## config.mk

```make
export PLATFORM = sky130hd
export DESIGN_NAME = arb_mux_reg
export DESIGN_NICKNAME = d
export VERILOG_FILES = /design/src/rtl/arb_mux_reg.sv
export SDC_FILE = /design/constraint.sdc
export NUM_CORES = 1
export LEC_CHECK = 0
export ABC_AREA = 1
export BUFFER_PORTS_ARGS = -buffer_cell sky130_fd_sc_hd__buf_2
export CAP_MARGIN = 20
export CORE_MARGIN = 3
export CORE_UTILIZATION = 37
export CTS_CLUSTER_DIAMETER = 120
export DETAILED_ROUTE_END_ITERATION = 10
export GPL_TIMING_DRIVEN = 0
export HOLD_SLACK_MARGIN = 0.05
export PLACE_DENSITY = 0.75
export SLEW_MARGIN = 20
export SYNTH_ARGS = -nofsm -noshare
export SYNTH_HDL_FRONTEND = slang
export SYNTH_SLANG_ARGS = --single-unit
```

## constraint.sdc

```tcl
create_clock -name clk -period 1 [get_ports clk]
set_input_delay 0.05 -clock clk [delete_from_list [all_inputs] [get_ports clk]]
set_output_delay 0.05 -clock clk [all_outputs]
set_load 0.01 [all_outputs]
```

## src/rtl/arb_mux_reg.sv

```systemverilog
// N-to-1 bus multiplexer with one registered output stage and valid/ready
// handshakes; the source is picked by external select, round-robin or fixed priority.
module arb_mux_reg #(
    parameter  int WIDTH  = 8,
    parameter  int NUM_CH = 4,
    parameter  int MODE   = 0,
    localparam int SEL_W  = $clog2(NUM_CH)
) (
    input  logic                    clk,
    input  logic                    rst_n,
    input  logic [NUM_CH*WIDTH-1:0] in_data,
    input  logic [NUM_CH-1:0]       in_valid,
    output logic [NUM_CH-1:0]       in_ready,
    input  logic [SEL_W-1:0]        sel,
    output logic [WIDTH-1:0]        out_data,
    output logic                    out_valid,
    input  logic                    out_ready,
    output logic [SEL_W-1:0]        out_ch
);

    localparam logic [SEL_W-1:0] SEL_ZERO = {SEL_W{1'b0}};
    localparam logic [SEL_W-1:0] SEL_ONE  = SEL_W'(1'b1);
    localparam logic [SEL_W-1:0] LAST_CH  = SEL_W'(NUM_CH - 1);

    logic [WIDTH-1:0] data_q, data_d;
    logic             valid_q, valid_d;
    logic [SEL_W-1:0] ch_q, ch_d;
    logic [SEL_W-1:0] rr_q, rr_d;

    logic             load_s;
    logic             has_grant_s;
    logic [SEL_W-1:0] grant_s;
    logic             xfer_s;
    logic [WIDTH-1:0] sel_data_s;

    int               dist_v;
    int               best_v;

    // Grant selection for the configured arbitration mode.
    always_comb begin
        has_grant_s = 1'b0;
        grant_s     = SEL_ZERO;
        dist_v      = 0;
        best_v      = NUM_CH;
        case (MODE)
            0: begin
                // An out-of-range sel matches no channel, so it simply yields no grant.
                for (int i = 0; i < NUM_CH; i++) begin
                    if ((sel == i[SEL_W-1:0]) && in_valid[i]) begin
                        has_grant_s = 1'b1;
                        grant_s     = i[SEL_W-1:0];
                    end else begin
                        has_grant_s = has_grant_s;
                    end
                end
            end
            1: begin
                // Closest valid channel at or after rr_q, measured with wrap-around.
                for (int i = 0; i < NUM_CH; i++) begin
                    dist_v = (i >= int'(rr_q)) ? (i - int'(rr_q)) : (i + NUM_CH - int'(rr_q));
                    if (in_valid[i] && (dist_v < best_v)) begin
                        best_v      = dist_v;
                        has_grant_s = 1'b1;
                        grant_s     = i[SEL_W-1:0];
                    end else begin
                        best_v = best_v;
                    end
                end
            end
            2: begin
                for (int i = NUM_CH - 1; i >= 0; i--) begin
                    if (in_valid[i]) begin
                        has_grant_s = 1'b1;
                        grant_s     = i[SEL_W-1:0];
                    end else begin
                        has_grant_s = has_grant_s;
                    end
                end
            end
            default: begin
                has_grant_s = 1'b0;
                grant_s     = SEL_ZERO;
            end
        endcase
    end

    assign load_s = !valid_q || out_ready;
    assign xfer_s = rst_n && load_s && has_grant_s;

    // Data mux for the granted channel and the one-hot ready vector.
    always_comb begin
        sel_data_s = {WIDTH{1'b0}};
        in_ready   = {NUM_CH{1'b0}};
        for (int i = 0; i < NUM_CH; i++) begin
            if (grant_s == i[SEL_W-1:0]) begin
                sel_data_s  = in_data[i*WIDTH +: WIDTH];
                in_ready[i] = xfer_s;
            end else begin
                in_ready[i] = 1'b0;
            end
        end
    end

    // Next-state for the output register and round-robin pointer.
    always_comb begin
        data_d  = data_q;
        ch_d    = ch_q;
        valid_d = valid_q;
        rr_d    = rr_q;
        if (xfer_s) begin
            data_d  = sel_data_s;
            ch_d    = grant_s;
            valid_d = 1'b1;
            if (MODE == 1) begin
                rr_d = (grant_s == LAST_CH) ? SEL_ZERO : (grant_s + SEL_ONE);
            end else begin
                rr_d = rr_q;
            end
        end else if (load_s) begin
            // Drained without refill: payload keeps its last value.
            valid_d = 1'b0;
        end else begin
            valid_d = valid_q;
        end
    end

    // State registers with synchronous active-low reset.
    always_ff @(posedge clk) begin
        if (!rst_n) begin
            data_q  <= {WIDTH{1'b0}};
            ch_q    <= SEL_ZERO;
            valid_q <= 1'b0;
            rr_q    <= SEL_ZERO;
        end else begin
            data_q  <= data_d;
            ch_q    <= ch_d;
            valid_q <= valid_d;
            rr_q    <= rr_d;
        end
    end

    assign out_data  = data_q;
    assign out_valid = valid_q;
    assign out_ch    = ch_q;

endmodule

```

==> impl_metrics.json <==
{
  "yosysMostFrequentCell": "nand2_1",
  "htreeDepth": 1,
  "slew_violations": 0,
  "cts-root-buf": "clkbuf_4",
  "vias": 1149,
  "syn_to_final_growth_pct": 55.98,
  "clock-sinks": 11,
  "netlist_instances": 135,
  "ant_nets": 0,
  "post-route-min-period_ns": 1.295,
  "synth-edff-count": 0,
  "cts_tree": "yes",
  "p_per_area_mw_per_mm2": 952.5,
  "multi_input_area_um2": 591.8,
  "finalHoldViolCount": 0,
  "drive_gt1_share_pct": 48.76,
  "first_global_vias": 1002,
  "dieArea_mm2": 0.002899,
  "ys_types": 22,
  "die_w_um": 53.85,
  "ys_warn_count": 0,
  "critPathLaunchType": "register",
  "syn-num-nets": 176,
  "required_ns": 0.95,
  "wl_per_cell_um": 11.97,
  "drt_wl_total_um": 2729,
  "synth_top_cell_by_area": "dfxtp_1",
  "port_buffers": 54,
  "period_share_pct": 129.5,
  "ys.flop_type": "dfxtp_1",
  "vdd_ir_drop_max_uv": 1111,
  "drc_errors": 0,
  "tightest_slew_ns": 0.3178,
  "p_leak_nw": 0.6935,
  "synthTopCellsByCount": "nand2_1 (35), nand4_1 (17), inv_1 (12), nor2_1 (12), dfxtp_1 (11)",
  "synth_seq_cells": 11,
  "hp-class": "primary input to register",
  "cts_buffer_depth": 2,
  "num_rows": 16,
  "status": "finished with violations",
  "setup-tns-final_ns": -2.215,
  "insertion_delay_ns": 0.27,
  "grt_pass1_wl_um": 4091,
  "fmax_ghz": 0.7723,
  "critPathKind": "register to primary output",
  "fin_nets": 243,
  "antenna_found_initial": 0,
  "total_power_mw": 1.258,
  "switching_share_pct": 33.64,
  "regArea_um2": 221.5,
  "via_per_inst": 5.039,
  "hpwl_um": 2096,
  "pwr-share-seq_pct": 38.3,
  "synth_area_um2": 847.1,
  "final.fill_count": 193,
  "clkTransAtPathRegs_ns": 0.07,
  "grt_start_max_net_pins": 11,
  "synthArstFlopShare_pct": 0,
  "seq_area_frac_synth_pct": 26.00,
  "critical_path_peak_fanout": 4,
  "rsz0062_at_grt": "yes",
  "setup_viol": 13,
  "drt_iter0_drc": 14,
  "slew_headroom_pct": 78.68,
  "final_util_pct": 64.08,
  "globalRouteOverflowTotal": 0,
  "p_sw_mw": 0.4234,
  "internal-power_mw": 0.8351,
  "pwr-share-comb_pct": 37.1,
  "drtPass1Iterations": 5,
  "max_cap_viol_count": 0,
  "gp_congestion": 0.7582,
  "clockPowerShare_pct": 24.6,
  "antennaDiodeCount": 0,
  "yosys-top-cells-area": "dfxtp_1 (26%), nand2_1 (16%), nand4_1 (13%), a21oi_1 (5.9%), nand3_1 (5.3%)",
  "core-area_mm2": 0.002062,
  "fin_skew_ns": 0.0005726,
  "start_util_pct": 41.08,
  "postSynthAreaPerCell_um2": 6.275,
  "worstSetupEndpointType": "primary output",
  "violations": "setup timing",
  "die_height_um": 53.85,
  "cts_buffers": 3,
  "arrival_ns": 1.24,
  "pin_count": 56,
  "synth_top_cell_area_share_pct": 26.00,
  "grt_use_total_pct": 19.11,
  "whs_ns": 0.07221,
  "finalWorstSetupSlack_ns": -0.2948
}
[worst max-delay path: stages (launching register included)]
cell     delay [ns]
dfxtp_2        0.33
nand2_2        0.08
nand2_4        0.06
nor2_4         0.12
inv_4          0.04
buf_8          0.12
nor3_4         0.09
buf_2          0.14
[flip-flops by register name, indices dropped and copies added, names as in the netlist]
signal     flops
out_ch         2
out_data       8
out_valid      1
[layer usage]
| layer | wire, um | track usage [%] | vias to the layer above |
|---|---|---|---|
| met5 | 0 | 0 | - |
| met4 | 0 | 1.277 | 0 |
| met3 | 223 | 6.925 | 0 |
| met2 | 1389 | 34.48 | 48 |
| met1 | 1116 | 22.28 | 515 |
| li1 | - | - | 586 |
[timing repair]
| action | CTS | global route |
|---|---|---|
| endpoints found under the setup margin | 14 | 14 |
| pin swaps | 3 | 8 |
| setup buffers | 6 | 3 |
| gates resized for setup | 14 | 7 |
| hold buffers | 0 | 0 |
[cell families (layout without fill, tap and decap cells)]
group	count (synthesis)	after routing	share of synthesized area, %
DFF	11	11	26.00
and+or+nand+nor	92	92	55.98
AOI/OAI and AO/OA	11	11	6.499
buffers and inverters	21	87	11.52
[area by class of cell]
cell class | instances | share of cell area (%)
buffer | 6 | 4.261
clock buffer | 4 | 1.989
inverter | 15 | 4.640
multi-input combinational | 103 | 44.79
sequential | 11 | 16.76
tap | 27 | 2.557
timing repair buffer | 62 | 25.00
[stage by stage]
stage | area [um2] | setup WS [ns] | std cells
finish | 1321 | -0.2948 | 228
global route | 1321 | -0.3742 | 228
CTS | 1308 | -0.3405 | 226
detailed placement | 1189 | -0.3872 | 216
global placement | 1189 | -0.3439 | 216
floorplan | 884.6 | -0.03686 | 135
[placed cells by master (no fill, tap or decap), drive strengths merged]
cell type and count:
a21oi 10, buf 66, clkbuf 6, clkinv 1, dfxtp 11, inv 14, nand2 40, nand3 11
nand4 17, nor2 15, nor3 9, o21ai 1
[power groups by stage]
stage / combinational (mW) / sequential [mW] / clock (mW)
global route: 0.509 / 0.484 / 0.336
finish: 0.466 / 0.482 / 0.310
floorplan: 0.232 / 0.503 / 0
global placement: 0.396 / 0.488 / 0
detailed placement: 0.405 / 0.489 / 0
CTS: 0.457 / 0.481 / 0.305
[worst paths after layout]
kind,cells after the start,to,slack [ns],startpoint
max,7,in_ready[0],-0.29,out_valid$_SDFFE_PN0P_
min,3,out_ch[0]$_SDFFE_PN0P_,0.07,rst_n
max reg2reg,8,out_data[7]$_SDFFE_PN0P_,-0.16,out_valid$_SDFFE_PN0P_
min reg2reg,2,out_data[0]$_SDFFE_PN0P_,0.46,out_data[0]$_SDFFE_PN0P_
(Power assumes the default switching activity.)
